$ cat src/rtl/audio_pkg.sv
// Shared types, constants and saturation helper for the audio mixer.
package audio_pkg;

  typedef enum logic [2:0] {
    IDLE, S_BEEP, S_A, S_B, S_C, S_SAT, S_DC, S_OUT
  } state_e;

  localparam logic [17:0]        W_SPK    = 18'd8192;
  localparam logic [17:0]        W_EAR    = 18'd2048;
  localparam logic [17:0]        W_MIC    = 18'd1024;
  localparam int                 AY_SHIFT = 6;
  localparam logic signed [18:0] OFFSET   = 19'sd16384;

  localparam logic [1:0] MODE_MONO = 2'd0;
  localparam logic [1:0] MODE_ABC  = 2'd1;
  localparam logic [1:0] MODE_ACB  = 2'd2;

  function automatic logic [15:0] sat16(input logic signed [18:0] v);
    if (v > 19'sd32767)       return 16'h7FFF;
    else if (v < -19'sd32768) return 16'h8000;
    else                      return v[15:0];
  endfunction

endpackage

$ cat src/rtl/audio_mixer_dc_block.sv
// One-pole DC-blocking high-pass: y = x - x1 + y1 - (y1 >>> SHIFT), saturated.
module dc_block
  import audio_pkg::*;
#(
  parameter int SHIFT = 10
) (
  input  logic        clock,
  input  logic        reset,
  input  logic        en,
  input  logic [15:0] x,
  output logic [15:0] y
);

  logic signed [15:0] x1_q, y1_q;
  logic signed [18:0] xs, x1s, y1s, fb, sum;

  assign xs  = 19'($signed(x));
  assign x1s = 19'(x1_q);
  assign y1s = 19'(y1_q);
  assign fb  = 19'(y1_q >>> SHIFT);
  assign sum = xs - x1s + y1s - fb;
  assign y   = sat16(sum);

  always_ff @(posedge clock) begin
    if (reset) begin
      x1_q <= '0;
      y1_q <= '0;
    end else if (en) begin
      x1_q <= $signed(x);
      y1_q <= $signed(y);
    end
  end

endmodule

$ cat src/rtl/audio_mixer.sv
// Sample-rate mixer: snapshot on strobe, time-multiplexed accumulate,
// offset/saturate, optional DC block, then both words update on one edge.
module audio_mixer
  import audio_pkg::*;
#(
  parameter bit DC_EN    = 1'b1,
  parameter int DC_SHIFT = 10
) (
  input  logic        clock,
  input  logic        reset,
  input  logic        strobe,
  input  logic        speaker,
  input  logic        ear,
  input  logic        mic,
  input  logic [7:0]  a,
  input  logic [7:0]  b,
  input  logic [7:0]  c,
  input  logic [1:0]  mode,
  output logic [15:0] l,
  output logic [15:0] r,
  output logic        valid,
  output logic        busy
);

  state_e      state_q, state_d;
  logic        spk_q, ear_q, mic_q;
  logic [7:0]  a_q, b_q, c_q;
  logic [1:0]  mode_q;
  logic [17:0] accl_q, accl_d, accr_q, accr_d;
  logic [17:0] addl, addr, ch;
  logic [15:0] xl_q, xr_q, yl, yr, l_q, r_q;
  logic        valid_q, mono, acb;

  assign mono = (mode_q == MODE_MONO);
  assign acb  = (mode_q == MODE_ACB);

  always_comb begin
    state_d = state_q;
    accl_d  = accl_q;
    accr_d  = accr_q;
    addl    = '0;
    addr    = '0;
    ch      = '0;
    unique case (state_q)
      IDLE: if (strobe) begin
        state_d = S_BEEP;
        accl_d  = '0;
        accr_d  = '0;
      end
      S_BEEP: begin
        addl    = (spk_q ? W_SPK : 18'd0) + (ear_q ? W_EAR : 18'd0) + (mic_q ? W_MIC : 18'd0);
        addr    = addl;
        state_d = S_A;
      end
      S_A: begin
        ch      = 18'(a_q) << AY_SHIFT;
        addl    = ch;
        addr    = mono ? ch : 18'd0;
        state_d = S_B;
      end
      S_B: begin
        ch      = 18'(b_q) << AY_SHIFT;
        addl    = mono ? ch : acb ? 18'd0 : ch >> 1;
        addr    = mono ? ch : acb ? ch : ch >> 1;
        state_d = S_C;
      end
      S_C: begin
        ch      = 18'(c_q) << AY_SHIFT;
        addl    = mono ? ch : acb ? ch >> 1 : 18'd0;
        addr    = mono ? ch : acb ? ch >> 1 : ch;
        state_d = S_SAT;
      end
      S_SAT: state_d = S_DC;
      // The output load shares the S_DC edge so busy spans six cycles and
      // a new strobe is accepted seven clocks after the previous one.
      S_DC:  state_d = IDLE;
      default: state_d = IDLE;
    endcase
    if (state_q != IDLE) begin
      accl_d = accl_q + addl;
      accr_d = accr_q + addr;
    end
  end

  generate
    if (DC_EN) begin : g_dc
      logic dc_en;
      assign dc_en = (state_q == S_DC);
      dc_block #(.SHIFT(DC_SHIFT)) u_dc_l (
        .clock(clock), .reset(reset), .en(dc_en), .x(xl_q), .y(yl)
      );
      dc_block #(.SHIFT(DC_SHIFT)) u_dc_r (
        .clock(clock), .reset(reset), .en(dc_en), .x(xr_q), .y(yr)
      );
    end else begin : g_bypass
      assign yl = xl_q;
      assign yr = xr_q;
    end
  endgenerate

  always_ff @(posedge clock) begin
    if (reset) begin
      state_q <= IDLE;
      {spk_q, ear_q, mic_q} <= '0;
      {a_q, b_q, c_q}       <= '0;
      mode_q  <= '0;
      accl_q  <= '0;
      accr_q  <= '0;
      xl_q    <= '0;
      xr_q    <= '0;
      l_q     <= '0;
      r_q     <= '0;
      valid_q <= 1'b0;
    end else begin
      state_q <= state_d;
      accl_q  <= accl_d;
      accr_q  <= accr_d;
      valid_q <= 1'b0;
      if (state_q == IDLE && strobe) begin
        {spk_q, ear_q, mic_q} <= {speaker, ear, mic};
        {a_q, b_q, c_q}       <= {a, b, c};
        mode_q <= mode;
      end
      if (state_q == S_SAT) begin
        xl_q <= sat16($signed({1'b0, accl_q}) - OFFSET);
        xr_q <= sat16($signed({1'b0, accr_q}) - OFFSET);
      end
      if (state_q == S_DC) begin
        l_q     <= yl;
        r_q     <= yr;
        valid_q <= 1'b1;
      end
    end
  end

  assign l     = l_q;
  assign r     = r_q;
  assign valid = valid_q;
  assign busy  = (state_q != IDLE);

endmodule

$ cat config.mk
export PLATFORM = sky130hd
export DESIGN_NAME = audio_mixer
export DESIGN_NICKNAME = d
export VERILOG_FILES = /design/src/rtl/audio_pkg.sv /design/src/rtl/audio_mixer_dc_block.sv /design/src/rtl/audio_mixer.sv
export SDC_FILE = /design/constraint.sdc
export NUM_CORES = 1
export LEC_CHECK = 0
export CORE_MARGIN = 10
export CORE_UTILIZATION = 27
export DETAILED_ROUTE_END_ITERATION = 6
export GPL_ROUTABILITY_DRIVEN = 0
export GPL_TIMING_DRIVEN = 1
export PLACE_DENSITY = 0.45
export SLEW_MARGIN = 20
export SYNTH_ARGS = -nofsm -noshare
export SYNTH_HDL_FRONTEND = slang
export SYNTH_SLANG_ARGS = --single-unit
$ cat constraint.sdc
create_clock -name clock -period 6.3 [get_ports clock]
set_input_delay 0.63 -clock clock [delete_from_list [all_inputs] [get_ports clock]]
set_output_delay 0.63 -clock clock [all_outputs]
set_load 0.02 [all_outputs]
==> tab_implementation.tex <==
\begin{tabular}{lr}
\hline
Metric & Value \\
\hline
\multicolumn{2}{l}{\textbf{Synthesis}} \\
Cell count after synthesis & 1325 \\
Cell variety after synth & 70 \\
Post-Synthesis Net Count & 1487 \\
Largest area contributor in the synthesized netlist & dfxtp\_1 \\
Mapped Avg Cell Area & 7.81 µm² \\
Prevailing post-synth register cell & dfxtp\_1 \\
Leading post-synthesis cells by instance count & 205 x nand2\_1, 166 x a21oi\_1, 139 x dfxtp\_1, 139 x inv\_1, 94 x ha\_1 \\
EDFF count, synth & 0 \\
Post-synth top area share & 0.269 \\
Post-synthesis async set-or-reset flop share & 0 \\
Area of the mapped netlist & 0.0103 mm² \\
Fraction of the yosys area taken by sequential cells & 0.269 \\
Seq cells post-synth & 139 \\
Synth top area cells & dfxtp\_1 27\%, ha\_1 11\%, a21oi\_1 8.0\% \\
Count of warnings emitted by yosys & 0 \\
Most common cell in the synthesized netlist & nand2\_1 \\
\multicolumn{2}{l}{\textbf{Global route}} \\
Overall overflow remaining after global route & 0 \\
Vias in the first global route & 8830 \\
Global-route wire length before repair & 45700 µm \\
Antenna violations before repair & 0 \\
Maximum number of pins on one net before global-route repair & 86 \\
Total global-route track usage & 0.118 \\
\multicolumn{2}{l}{\textbf{Floorplan}} \\
Starting density of the core & 0.274 \\
Core outline area & 0.0378 mm² \\
Chip height & 216 µm \\
I/O pin cnt & 66 \\
Die area & 0.0465 mm² \\
Number of placement rows & 71 \\
Width of the chip & 216 µm \\
\multicolumn{2}{l}{\textbf{STA}} \\
Number of max-slew violations in the final report & 0 \\
Worst slew margin relative to its limit & 0.352 \\
Setup Viol. Count Final & 0 \\
Final min period & 5.81 ns \\
Measured slew at the worst slew-check pin & 0.971 ns \\
Clock Skews & 0.0142 ns \\
Unrepaired setup endpoints after global routing & no \\
Setup slack of the critical path after layout & 0.494 ns \\
Setup tns final & 0 ns \\
Worst hold-check slack & 0.455 ns \\
Final clock period utilization by the worst path & 0.922 \\
Highest Clock Rate & 0.172 GHz \\
Final Hold Fails & 0 \\
\multicolumn{2}{l}{\textbf{Min path}} \\
Path category of the worst min-delay check & reg2reg \\
\multicolumn{2}{l}{\textbf{Flow run}} \\
MaxCap Viol Count & 0 \\
\multicolumn{2}{l}{\textbf{Layout}} \\
Share of final-layout standard cells stronger than drive strength 1 & 0.0471 \\
Number of antenna cells inserted & 0 \\
Fill count & 4038 \\
Number of nets in the layout & 1529 \\
Area overhead of the layout relative to synthesis & 17.6\% \\
\multicolumn{2}{l}{\textbf{Detailed routing}} \\
Post-DR vias/cell & 4.71 \\
Total via count in the routed design & 8893 \\
Wirelength per Cell & 14.4 µm \\
Number of DRC violations after detailed routing & 0 \\
DRC violation total after the first TritonRoute iteration & 608 \\
Antenna viol nets, final & 0 \\
Initial DRT Pass Iterations & 5 \\
Drt total wl & 27200 µm \\
\multicolumn{2}{l}{\textbf{Power}} \\
Pleak & 4.72 nW \\
Highest ir drop seen on vdd & 0.000173 V \\
Cell area power density & 238 mW/mm² \\
\multicolumn{2}{l}{\textbf{Clock network}} \\
Clock insertion delay at the later pin of the skew report & 0.44 ns \\
Clock Root Buffer & clkbuf\_16 \\
CTS buffer count & 17 \\
Hold-fix buffer count after cts & 0 \\
Clock-pin slew of the registers on the worst-case setup and hold paths & 0.06 ns \\
Number of buffers on the longest clock path & 2 \\
CTS Sinks & 139 \\
TritonCTS clock tree & yes \\
H-tree depth & 4 \\
\multicolumn{2}{l}{\textbf{Worst setup path}} \\
Critical path data arrival time & 6.06 ns \\
Sort of element at the start of the critical path & flop \\
Required time of the worst setup path & 6.55 ns \\
Worst Path Class, Setup & reg2reg \\
Critical path endpoint category & flop \\
CP Max Fanout & 15 \\
\multicolumn{2}{l}{\textbf{Placed design}} \\
Count of input and output buffers & 65 \\
Pre-CTS worst setup slack & 0.402 ns \\
Detailed placer's ending HPWL & 20400 µm \\
\multicolumn{2}{l}{\textbf{Outcome}} \\
Result of the run & finished clean \\
\hline
\end{tabular}
power breakdown:
part           switching (mW)  total, mW  internal [mW]
Clock                   0.425       1.13          0.705
Combinational           0.488      0.837          0.349
Sequential             0.0255      0.923          0.897
Total                   0.938       2.89           1.95
cells by family (layout without fill, tap and decap cells):
family                   Yosys count  in the layout  share of synthesized area
AND/OR/NAND/NOR                  419            419                      0.185
AO/OA/AOI/OAI                    359            359                      0.219
buffers and inverters            196            250                     0.0723
flip-flops                       139            139                      0.269
adder cells (fa/ha/maj)          130            130                      0.183
XOR/XNOR                          69             69                     0.0584
multiplexers                      13             13                     0.0128
metrics by stage:
stage	cell area (µm²)	total power [mW]	cells	utilization
final	12200	2.89	1890	0.322
after global routing	12200	3.07	1890	0.322
after CTS	12100	2.93	1887	0.321
after detailed placement	11500	1.78	1856	0.304
after global placement	11500	1.78	1856	0.304
after floorplan	10300	1.60	1325	-
sequential cells by signal, indices dropped and copies added (netlist names):
name / count
g_dc.u_dc_l.x1_q: 12
spk_q: 1
c_q: 8
xr_q: 12
accl_q: 13
xl_q: 12
b_q: 8
a_q: 8
g_dc.u_dc_r.y1_q: 16
l: 16
state_q: 3
ear_q: 1
mic_q: 1
g_dc.u_dc_r.x1_q: 12
accr_q: 13
valid: 1
mode_q: 2
critical path, cell delays in order (launching register included):
cell and delay [ns]:
dfxtp_1 0.43, inv_1 0.16, ha_1 0.30, inv_1 0.04, ha_1 0.20, fa_1 0.40
a21o_1 0.19, a21oi_1 0.21, o21bai_1 0.09, a21oi_1 0.21, o21bai_1 0.11, a41oi_1 0.26
nor2b_1 0.19, xnor2_1 0.13, ha_1 0.29, a21oi_1 0.20, o21bai_1 0.09, a221oi_1 0.43
a21oi_1 0.19, o211ai_1 0.19, or3b_2 0.47, or3_1 0.37, a21oi_2 0.14, buf_4 0.24
a221oi_1 0.10
final timing paths:
check,from,to,slack [ns],cells past startpoint
max,xl_q[4],l[6],0.49,24
min,g_dc.u_dc_l.x1_q[12],g_dc.u_dc_l.x1_q[12],0.45,2
max reg2reg,xl_q[4],l[6],0.49,24
min reg2reg,g_dc.u_dc_l.x1_q[12],g_dc.u_dc_l.x1_q[12],0.45,2
cell usage in the layout, fill, tap and decap left out, drive strengths merged, types with 4 or more instances in the layout:
cell type        n
nor2            76
a221oi          26
clkbuf          18
clkinv           4
nor2b           12
buf             15
ha              94
o21ai           48
nor3            19
mux2i           11
nand2b          23
a31oi            4
nand2          205
o22ai            4
clkdlybuf4s50   64
nand3b           9
fa              36
and3             6
o21a            10
xnor2           56
xor2            13
a22oi           16
a21o            15
bufinv           5
dfxtp          139
o31ai            5
a211oi          10
nand3           27
a21oi          168
inv            142
and2             5
o31a             4
or2              6
o21bai          15
or3              7
nor3b           15
metal layers:
layer,vias up,part of all wire,global-route usage
met2,135,0.43,0.180
met1,4103,0.52,0.164
met4,0,0.012,0.0307
met5,-,0,0
met3,25,0.039,0.0250
li1,4630,-,-
timing repair:
action / CTS / global route
resized for setup: 0 / 2
endpoints found under the setup margin: 0 / 27
setup buffers: 0 / 3
final cells by class:
cell class                      count  area [µm²]  area share
Clock buffer                       18         429      0.0353
Timing Repair Buffer               79         753      0.0619
Inverter                          140         526      0.0432
Sequential cell                   139        2780       0.229
Clock inverter                     13         214      0.0176
Multi-Input combinational cell    990        6820       0.561
Tap cell                          511         639      0.0526
Power figures use the tool's default switching activity.
